**src/rtl/icache_controller.sv**
```systemverilog
// Direct-mapped instruction cache controller: 8 lines x 16 bytes over a 1 KiB space.
// A miss latches the block address, fetches a whole line from memory, then replays the fetch.
module icache_controller (
  input  logic         clk,
  input  logic         reset,
  input  logic         read,
  input  logic [31:0]  pc,
  output logic [31:0]  instruction,
  output logic         busywait,
  output logic         mem_read,
  output logic [5:0]   mem_address,
  input  logic [127:0] mem_readdata,
  input  logic         mem_busywait
);

  typedef enum logic [1:0] {
    S_IDLE     = 2'd0,
    S_MEM_READ = 2'd1,
    S_UPDATE   = 2'd2
  } state_t;

  state_t        state_q, state_d;
  logic [7:0]    valid_q, valid_d;
  logic [5:0]    miss_addr_q, miss_addr_d;
  logic [127:0]  data_q [8];
  logic [127:0]  data_d [8];
  logic [2:0]    tag_q  [8];
  logic [2:0]    tag_d  [8];

  logic [2:0]    pc_tag;
  logic [2:0]    pc_index;
  logic [1:0]    pc_offset;
  logic          hit;
  logic          fill;
  logic [127:0]  line;

  assign pc_tag    = pc[9:7];
  assign pc_index  = pc[6:4];
  assign pc_offset = pc[3:2];

  assign hit  = read && valid_q[pc_index] && (tag_q[pc_index] == pc_tag);
  assign line = data_q[pc_index];
  assign instruction = line[32*pc_offset +: 32];

  assign mem_read    = (state_q == S_MEM_READ);
  assign mem_address = miss_addr_q;

  // A fill edge that coincides with reset must not leave a valid line behind.
  assign fill = (state_q == S_MEM_READ) && !mem_busywait && reset;

  always_comb begin
    state_d     = state_q;
    miss_addr_d = miss_addr_q;
    valid_d     = valid_q;
    busywait    = 1'b0;
    unique case (state_q)
      S_IDLE: begin
        if (read && !hit) begin
          busywait    = 1'b1;
          miss_addr_d = pc[9:4];
          state_d     = S_MEM_READ;
        end
      end
      S_MEM_READ: begin
        busywait = 1'b1;
        if (!mem_busywait) begin
          valid_d[miss_addr_q[2:0]] = 1'b1;
          state_d = S_UPDATE;
        end
      end
      S_UPDATE: begin
        busywait = 1'b1;
        state_d  = S_IDLE;
      end
      default: state_d = S_IDLE;
    endcase
    if (!reset) begin
      busywait = 1'b0;
    end
  end

  always_comb begin
    for (int i = 0; i < 8; i++) begin
      data_d[i] = data_q[i];
      tag_d[i]  = tag_q[i];
    end
    if (fill) begin
      data_d[miss_addr_q[2:0]] = mem_readdata;
      tag_d[miss_addr_q[2:0]]  = miss_addr_q[5:3];
    end
  end

  always_ff @(posedge clk) begin
    if (!reset) begin
      state_q     <= S_IDLE;
      valid_q     <= '0;
      miss_addr_q <= '0;
    end else begin
      state_q     <= state_d;
      valid_q     <= valid_d;
      miss_addr_q <= miss_addr_d;
    end
  end

  // Line storage is left unreset; the valid bits alone decide whether it is usable.
  always_ff @(posedge clk) begin
    for (int i = 0; i < 8; i++) begin
      data_q[i] <= data_d[i];
      tag_q[i]  <= tag_d[i];
    end
  end

endmodule
```
**config.mk**
```make
export PLATFORM = sky130hd
export DESIGN_NAME = icache_controller
export DESIGN_NICKNAME = d
export VERILOG_FILES = /design/src/rtl/icache_controller.sv
export SDC_FILE = /design/constraint.sdc
export NUM_CORES = 1
export LEC_CHECK = 0
export BUFFER_PORTS_ARGS = -buffer_cell sky130_fd_sc_hd__buf_2
export CAP_MARGIN = 20
export CORE_AREA = 2 2 303 305
export DETAILED_ROUTE_END_ITERATION = 10
export DIE_AREA = 0 0 305 307
export SLEW_MARGIN = 20
export SYNTH_ARGS = -nofsm -noshare
export SYNTH_HDL_FRONTEND = slang
export SYNTH_SLANG_ARGS = --single-unit
```
**constraint.sdc**
```tcl
create_clock -name clk -period 10.3 [get_ports clk]
set_clock_uncertainty 0.2 [all_clocks]
set_input_delay 0.515 -clock clk [delete_from_list [all_inputs] [get_ports clk]]
set_output_delay 0.515 -clock clk [all_outputs]
set_load 0.005 [all_outputs]
```
==> results.yml, run 1 <==
outcome:
  outcome: "complete, no violations"
die:
  die_x_um: 305
  core_area_um2: 90700
  boundaryPins: 204
  die_y_um: 307
  rows: 111
  start_util_pct: 44.5
  die-area_um2: 93600
global_route:
  antenna_found_initial: 10
  grtUsageTotal_pct: 18.6
  grt_max_degree: 155
  grt_pass1_wl_um: 128000
  overflow: 0
  grt_pass1_vias: 19400
sta:
  finalHoldViolCount: 0
  setup_tns_ns: 0
  finalSetupViolCount: 0
  worstMarginPinSlew_ns: 1.07
  slew_headroom_pct: 28.9
  fin_crit_ns: 4.70
  max_freq_mhz: 213
  slew_violations: 0
  rsz0062_at_grt: "no"
  post-route-period-util_pct: 45.7
worst_setup_path:
  worstPathMaxFanout: 58
  cp.required_ns: 9.59
  cp-end-kind: "output pin"
  worst_setup_path_start_kind: "primary input"
  cp.arrival_ns: 3.99
  path_class: "in -> out"
power:
  p_leak_nw: 15.2
  peakVddDrop_uv: 148
  p_sw_share_pct: 20.5
  p_int_w: 0.00727
  power_switching_w: 0.00187
  pwr-share-clk_pct: 40.7
  pwr-share-comb_pct: 6.1
  p_per_area_nw_per_um2: 193
  seqPwrFrac_pct: 53.2
flow_run:
  maxCapViolations: 0
synth:
  ys_seq_area_share_pct: 78.7
  synthCells: 1580
  yosysTopAreaCell: "edfxtp_1"
  yosys_register_bits: 1064
  syn_area_um2: 40400
  yosysUniqueCellTypes: 27
  avgSynthCellArea_um2: 25.6
  yosysTopAreaCellShare_pct: 77.9
  synth_nets: 1748
  ys_warn_count: 0
  ys_top_cells_by_area: "edfxtp_1 78%, mux4_2 18%, mux2_2 0.89%"
drt:
  drc: 0
  via_per_inst: 5.61
  ant_nets: 0
  drt_first_pass_iters: 5
  wl_per_cell_um: 26.6
  via_count: 18000
  first_iter_violations: 1257
  drt-total-wl_um: 85600
cells_and_area:
  drive_gt1_share_pct: 35.7
  fill_cells: 6966
  syn_to_final_growth_pct: 17.4
  fin_nets: 2113
  stdcell_area_um2: 47500
clocking:
  h-tree-depth: 3
  path_clk_slew_ns: 0.07
  cts_buffer_depth: 3
  cts_resized: 0
  numCtsBuffers: 106
  clock_latency_ns: 0.66
  clock-root-buffer: "clkbuf_16"
  cts_sinks: 1064
  cts_tree: "built"
place:
  place.gp.congestion: 0.713
  hpwl_um: 45000
  dpl-instance-area_um2: 42800
  numPortBuffers: 179
min_path:
  hp-class: "in -> reg"
[worst paths after layout]
| kind | endpoint | cells past startpoint | slack (ns) | start |
|---|---|---|---|---|
| max | instruction[21] | 7 | 5.60 | pc[4] |
| min reg2reg | valid_q[4] | 1 | 0.25 | valid_q[4] |
| max reg2reg | data_q[2][50] | 7 | 6.07 | state_q[1] |
| min | state_q[1] | 3 | 0.05 | mem_busywait |
[worst max-delay path: stages]
cell and delay [ns]:
buf_8 0.48, buf_6 0.67, buf_4 0.66, mux4_2 0.59, mux4_2 0.52, mux2_2 0.28
buf_2 0.15
[routing by layer]
layer | routed length, um | vias up | global-route usage (%)
met1 | 35500 | 9796 | 25.0
li1 | - | 7639 | -
met5 | 64 | - | 0
met2 | 43600 | 469 | 31.6
met3 | 4890 | 122 | 3.68
met4 | 1550 | 10 | 4.27
[registers in the layout, indices dropped and copies added (netlist names)]
register     count
state_q          2
mem_address      6
tag_q           24
valid_q          8
data_q        1024
[layout make-up]
type                       count  area (um2)  share of cell area [%]
inverter                       3        11.3                  0.0237
clock inverter                61         549                    1.16
sequential                  1064       31800                    67.0
timing repair buffer         338        2520                    5.32
multi-input combinational    432        8280                    17.5
antenna                        4        10.0                  0.0211
clock buffer                 128        2800                    5.90
tap                         1186        1480                    3.13
[cell usage after synthesis]
cell type and n:
buf_6 5, o211a_1 1, o31a_1 1, buf_1 13, buf_2 21, mux2_2 32
a21o_1 8, edfxtp_1 1048, mux4_2 325, or3_1 1, mux2i_1 20, a221oi_1 1
nor2b_1 1, nor2_2 1, nand2b_1 3, nor3_1 2, inv_1 3, nor3b_1 1
ha_1 4, o221a_2 1, nand2_1 18, nor2_1 8, nor4_1 1, xnor2_1 3
buf_4 5, dfxtp_1 16, clkbuf_1 37
[power by group through the flow]
stage	Sequential [W]	Clock [W]	Combinational, W
6_report	0.00486	0.00372	0.000555
5_1_grt	0.00487	0.00397	0.000601
4_1_cts	0.00486	0.00381	0.000570
3_5_place_dp	0.00495	0	0.000521
3_3_place_gp	0.00495	0	0.000509
2_1_floorplan	0.00496	0	0.000305
[per-stage QoR]
step | utilization, % | total power (W) | instances | setup WS [ns] | hold WS (ns)
global route | 52.3 | 0.00944 | 3214 | 5.25 | 0.0647
detailed placement | 47.2 | 0.00548 | 2892 | 5.17 | 0.240
CTS | 52.3 | 0.00924 | 3212 | 5.17 | 0.00911
finish | 52.3 | 0.00914 | 3216 | 5.60 | 0.0485
global placement | 47.2 | 0.00546 | 2892 | 5.18 | 0.228
floorplan | - | 0.00526 | 1580 | 2.81 | 0.221
[kinds of logic (layout without fill, tap and decap cells)]
group	after synthesis	in the layout	synth area share (%)
xor+xnor	3	3	0.0650
buf+inv	84	530	0.985
flops	1064	1064	78.7
other cells	0	4	0
simple gates	36	36	0.393
mux	377	377	19.5
compound gates	12	12	0.245
fa+ha+maj	4	4	0.124
[cell usage in the layout, fill, tap and decap left out, drive strengths merged, types with 2 or more instances in the layout]
cell         netlist  layout
dfxtp             16      16
bufinv             0      10
nand2b             3       3
xnor2              3       3
ha                 4       4
mux2i             20      20
dlygate4sd3        0     131
diode              0       4
nand2             18      18
nor3               2       2
a21o               8       8
mux2              32      32
clkinvlp           0       2
nor2               9       9
inv                3       5
mux4             325     325
buf               44     207
clkbuf            37     128
edfxtp          1048    1048
clkinv             0      47
[what timing repair did]
item	4_1_cts	5_1_grt
hold buffers	131	0
setup buffers	0	0
hold endpoints to repair	1027	0
No activity file was read; power rests on OpenSTA's default activity.
==> run 2: changes to the inputs <==
Settings changed: ABC_AREA from default to 1, CORE_AREA 2 2 303 305 to 2 2 307 309, DIE_AREA 0 0 305 307 to 0 0 309 311.
Clock period 10.3 ns to 3.9 ns, I/O delays scaled along.
==> run 2 against run 1 <==
- sequential power rose to 2.6 times the previous value
- non-clock buffer count rose by 57
- cell count rose by 43%
- global-route usage rose by 4.3 points
- count of clock-buffer cells in the layout fell by 3
- worst hold slack improved by 0.064 ns
- register-to-register slack got worse by 5.1 ns
- worst setup slack got worse by 5.0 ns
- clock power rose to 2.8 times the previous value
- power rose to 2.7 times the previous value
- critical path depth rose by 3
- critical path type unchanged
==> results.yml, run 2 <==
outcome:
  outcome: "complete, no violations"
drt:
  ant_nets: 0
  drt_first_pass_iters: 5
  drc: 0
  first_iter_violations: 2735
  wl_per_cell_um: 24.0
  drt-total-wl_um: 111000
  via_count: 26700
  via_per_inst: 5.80
cells_and_area:
  multi_input_area_um2: 8460
  fill_cells: 7548
  reg_top3: "data_q x1024, tag_q x24, valid_q x8"
  final_common_cell: "edfxtp_1"
  drive_gt1_share_pct: 12.7
  layout_common_cells: "1048 x edfxtp_1, 591 x nor2_1, 558 x o21ai_0"
  regMostFlops: "data_q"
  syn_to_final_growth_pct: 18.5
  fin_cells: 4602
  regArea_um2: 31800
  fin_nets: 3423
  largest_reg_flops: 1024
synth:
  ys_warn_count: 0
  synth_edf_count: 1048
  ys_top_cells_by_count: "1048 x edfxtp_1, 599 x nor2_1, 558 x o21ai_0, 182 x o221ai_1, 145 x clkbuf_1"
  synthCells: 2977
  yosysUniqueCellTypes: 26
  synth_xor_area_share_pct: 0
  synthMuxAreaShare_pct: 0
  yosysTopAreaCell: "edfxtp_1"
  yosys_register_bits: 1064
  avgSynthCellArea_um2: 13.9
  yosysMostFrequentCell: "edfxtp_1"
  yosysTopAreaCellShare_pct: 76.1
  ys.flop_type: "edfxtp_1"
  synth_nets: 3145
  yosys.area_share.simple_pct: 7.13
  async_flop_share_pct: 0
  synth-compound-area-share_pct: 13.1
  ys_top_cells_by_area: "edfxtp_1 76%, o21ai_0 6.8%, nor2_1 5.4%"
  synth_top_family_by_area: "compound AO/OA/AOI/OAI gates"
  synthAdderAreaFrac_pct: 0.121
  syn_area_um2: 41300
  ys_seq_area_share_pct: 76.9
flow_run:
  maxCapViolations: 0
sta:
  finalHoldViolCount: 0
  finalSetupViolCount: 0
  slew_headroom_pct: 47.6
  setup_ws_ns: 0.616
  slew_violations: 0
  post-route-period-util_pct: 84.2
  max_freq_mhz: 305
  rsz0062_at_grt: "no"
  fin_crit_ns: 3.28
  worstMarginPinSlew_ns: 0.777
  hold_ws_ns: 0.112
die:
  rows: 112
  start_util_pct: 44.6
  die-area_um2: 96100
  core_area_um2: 92800
  die_y_um: 311
  die_x_um: 309
  boundaryPins: 204
worst_setup_path:
  cp-end-kind: "output pin"
  path_cells: "buf_8 -> inv_8 -> buf_4 -> o21ai_0 -> o22ai_1 -> o21ai_0 -> o21ai_1 -> nor2_1 -> a31oi_1 -> buf_2"
  worst_setup_path_start_kind: "primary input"
  crit_top_cell: "o21ai_0"
  cp.arrival_ns: 2.89
  cp.required_ns: 3.50
  cp_slowest_stage_delay_ns: 0.61
  path_class: "in -> out"
  worstPathMaxFanout: 118
  cpMaxStageDelayCell: "inv_8"
power:
  power_switching_w: 0.00538
  p_sw_share_pct: 21.6
  seqPwrFrac_pct: 51.2
  pwr-share-comb_pct: 6.6
  pwr-share-clk_pct: 42.2
  p_int_w: 0.0195
  peakVddDrop_uv: 365
  p_leak_nw: 15.8
  p_per_area_nw_per_um2: 508
clocking:
  clock_latency_ns: 0.66
  cts_resized: 0
  postCtsHoldBufs: 143
  h-tree-depth: 3
  cts_tree: "built"
  post-cts-setup-buffer-count: 0
  cts_sinks: 1064
  path_clk_slew_ns: 0.06
  cts_buffer_depth: 3
  clock-root-buffer: "clkbuf_16"
  numCtsBuffers: 105
global_route:
  antenna_found_initial: 12
  grt_use_met2_pct: 37.8
  grt.met3_usage_pct: 3.48
  grt_max_degree: 130
  grtUsageTotal_pct: 22.9
  overflow: 0
  met1_usage_pct: 31.5
  grt_pass1_vias: 26700
  top_usage_layer: "met2"
  grt_pass1_wl_um: 167000
place:
  post-place-ws_ns: 0.647
  hpwl_um: 59200
  placed_cells_incl_taps: 4259
  place.gp.congestion: 0.775
  numPortBuffers: 179
min_path:
  hp-class: "in -> reg"
## run 2: cell types whose count changed in the layout (fill, tap and decap cells not counted), sizes merged, moves of 45 or more
cell / change
nand3: +90
nor2: +590
o21ai: +569
o22ai: +78
mux4: -325
buf: +45
o221ai: +182
## run 2: area by class of cell
cell class	instances	area share (%)
Antenna cell	3	0.0153
Clock buffer	125	5.60
Clock inverter	72	1.80
Inverter	39	0.334
Multi-Input combinational cell	1650	17.3
Sequential cell	1064	64.9
Tap cell	1254	3.20
Timing Repair Buffer	395	6.91
## run 2: worst max-delay path, delay by kind of cell
family / cells / cell delay, ns
buffers and inverters: 4 / 1.52
AO/OA/AOI/OAI: 5 / 0.99
AND/OR/NAND/NOR: 1 / 0.07
## run 2: through the flow
stage               total power, W  instance area [um2]  util [%]  setup TNS, ns
floorplan                   0.0138                41400         -       -1384.74
global placement            0.0144                43900      47.4              0
detailed placement          0.0145                43900      47.4              0
CTS                         0.0251                49000      52.8              0
global route                0.0256                49000      52.8              0
finish                      0.0249                49000      52.8              0
## run 2: final timing paths
| check | from | end | slack, ns | depth (start not counted) |
|---|---|---|---|---|
| hold / removal | pc[5] | mem_address[1] | 0.11 | 4 |
| setup reg to reg | state_q[1] | data_q[3][14] | 1.01 | 6 |
| setup / recovery | pc[4] | instruction[21] | 0.62 | 10 |
| hold reg to reg | valid_q[6] | valid_q[6] | 0.28 | 2 |
## run 2: metal layers
layer | up-vias | wire length, um
met5 | - | 109
met4 | 16 | 2440
met3 | 192 | 7900
met2 | 1076 | 53800
met1 | 13500 | 46400
li1 | 11900 | -
## run 2: power by group through the flow
stage	clock [W]	sequential, W	combinational [W]
3_5_place_dp	0	0.0130	0.00148
6_report	0.0105	0.0128	0.00164
3_3_place_gp	0	0.0130	0.00142
5_1_grt	0.0111	0.0128	0.00178
2_1_floorplan	0	0.0130	0.000792
4_1_cts	0.0107	0.0128	0.00164
## run 2: cells by family (layout without fill, tap and decap cells)
kind of cell / Yosys count / in the layout
flip-flops: 1064 / 1064
AO/OA/AOI/OAI: 898 / 898
AND/OR/NAND/NOR: 748 / 748
buffers and inverters: 263 / 631
adder cells (fa/ha/maj): 4 / 4
other: 0 / 3
==> run 3: changes to the inputs <==
Settings changed: ABC_AREA 1 to 0, CORE_AREA 2 2 307 309 to 2 2 303 305, DIE_AREA 0 0 309 311 to 0 0 305 307.
Clock period 3.9 ns to 2.9 ns, I/O delays scaled along.
==> run 3 against run 2 <==
- the flow now finishes with violations (setup timing)
- register-to-register slack got worse by 0.83 ns
- clock power increased by 34%
- count of clock-buffer cells in the layout increased by 2
- sequential power increased by 35%
- critical path type is now reg -> out
- largest power group unchanged
==> results.yml, run 3 (same netlist as run 1, synthesis figures left out) <==
outcome:
  outcome: "complete, but fails checks"
  violations: "setup timing"
worst_setup_path:
  path_class: "reg -> out"
  worst_setup_path_start_kind: "flop"
  path_cells: "mux2i_1 -> mux4_2 -> xnor2_2 -> nor4_1 -> buf_4 -> nor2_4 -> o211a_1 -> buf_2"
  cp_slowest_stage_delay_ns: 0.51
  cp-end-kind: "output pin"
  cpMaxStageDelayCell: "mux4_2"
  r2r_start: "tag_q[1][2]"
  cp.required_ns: 2.56
  cp.arrival_ns: 2.58
  r2r_end: "mem_address[1]"
  reg2reg_depth: 9
  worstPathMaxFanout: 3
  regToRegSetupSlack_ns: 0.18
sta:
  worstMarginPinSlew_ns: 0.816
  fin_crit_ns: 2.92
  max_freq_mhz: 342
  rsz0062_at_grt: "yes"
  slew_headroom_pct: 45.6
  finalHoldViolCount: 0
  post-route-period-util_pct: 101
  slew_violations: 0
  hold_ws_ns: 0.0803
  finalSetupViolCount: 2
  setup_ws_ns: -0.0208
global_route:
  overflow: 0
  grt_use_met2_pct: 31.8
  grt.met3_usage_pct: 3.87
  grt_pass1_vias: 19800
  grtUsageTotal_pct: 18.7
  grt_max_degree: 57
  grt_pass1_wl_um: 129000
  met1_usage_pct: 24.9
  antenna_found_initial: 11
  top_usage_layer: "met2"
min_path:
  min_path_cells: 2
  hp-class: "in -> reg"
  worst_hold_startpoint: "mem_readdata[116]"
  holdPathEnd: "data_q[7][116]"
power:
  p_per_area_nw_per_um2: 685
  peakVddDrop_uv: 555
  p_leak_nw: 15.9
clocking:
  cts_buffer_depth: 3
  clock-root-buffer: "clkbuf_16"
  clock_latency_ns: 0.66
  h-tree-depth: 3
  cts_sinks: 1064
  numCtsBuffers: 108
  cts_tree: "built"
  path_clk_slew_ns: 0.06
cells_and_area:
  final_common_cell: "edfxtp_1"
  layout_common_cells: "1048 x edfxtp_1, 325 x mux4_2, 162 x buf_2"
  largest_reg_flops: 1024
  fill_cells: 6831
  syn_to_final_growth_pct: 21.5
  drive_gt1_share_pct: 38.3
  fin_cells: 3302
  reg_top3: "data_q x1024, tag_q x24, valid_q x8"
  stdcell_area_um2: 49100
  regMostFlops: "data_q"
  fin_nets: 2191
drt:
  via_per_inst: 5.54
  via_count: 18300
  drt_first_pass_iters: 5
  first_iter_violations: 1543
  drt-total-wl_um: 86800
  wl_per_cell_um: 26.3
  drc: 0
  ant_nets: 0
place:
  hpwl_um: 51100
  numPortBuffers: 179
  placed_cells_incl_taps: 2951
  place.gp.congestion: 0.750
  dpl-instance-area_um2: 43800
die:
  start_util_pct: 44.5
  rows: 111
  core_area_um2: 90700
  die-area_um2: 93600
  die_x_um: 305
  boundaryPins: 204
  die_y_um: 307
flow_run:
  maxCapViolations: 0
[run 3: worst max-delay path by stage]
stage	startpoint	endpoint	slack, ns	cells after the start
floorplan	state_q[1]	data_q[0][0]	-1.96	5
global placement	pc[4]	busywait	0.20	10
detailed placement	pc[4]	busywait	0.18	10
CTS	data_q[1][74]	instruction[10]	-0.07	4
global route	tag_q[5][2]	busywait	-0.14	8
finish	tag_q[1][2]	busywait	-0.02	8
[run 3: through the flow]
step	worst slack, ns	util, %	total power (W)	setup TNS (ns)
6_report	-0.0208	54.1	0.0336	-0.0252
5_1_grt	-0.140	54.1	0.0347	-0.373
4_1_cts	-0.0673	54.1	0.0339	-0.309
3_5_place_dp	0.177	48.3	0.0196	0
3_3_place_gp	0.197	48.3	0.0195	0
2_1_floorplan	-1.96	-	0.0187	-1001.41
[run 3: power by group]
group	switching, W	internal, W
clock network	0.00575	0.00835
registers	0.0000924	0.0172
logic	0.00112	0.00113
total	0.00696	0.0267
[run 3: final cells by class]
cell class                      instances  area (um2)  share of cell area (%)
Clock buffer                          127        2800                    5.71
Multi-Input combinational cell        432        8380                    17.1
Timing Repair Buffer                  414        3780                    7.70
Inverter                                3        11.3                  0.0229
Tap cell                             1186        1480                    3.02
Clock inverter                         71         833                    1.70
Antenna cell                            5        12.5                  0.0255
Sequential cell                      1064       31800                    64.8
[run 3: routing by layer]
metal  routed length, um  up-vias
li1                    -     7811
met3                4900      131
met1               35800     9868
met2               44200      477
met4                1850       14
met5                  95        -
[run 3: what timing repair did]
action	4_1_cts	5_1_grt
endpoints found under the setup margin	12	17
hold buffers	145	0
cloned	0	0
gates resized for setup	25	11
endpoints found under the hold margin	1041	0
pin swaps	0	4
setup buffers	1	3
[run 3: critical path: cells and delay by family, from the launching register on]
kind	cells	cell delay, ns
flops	1	0.33
mux	2	0.59
xor+xnor	1	0.16
buf+inv	2	0.30
simple gates	2	0.32
compound gates	1	0.22
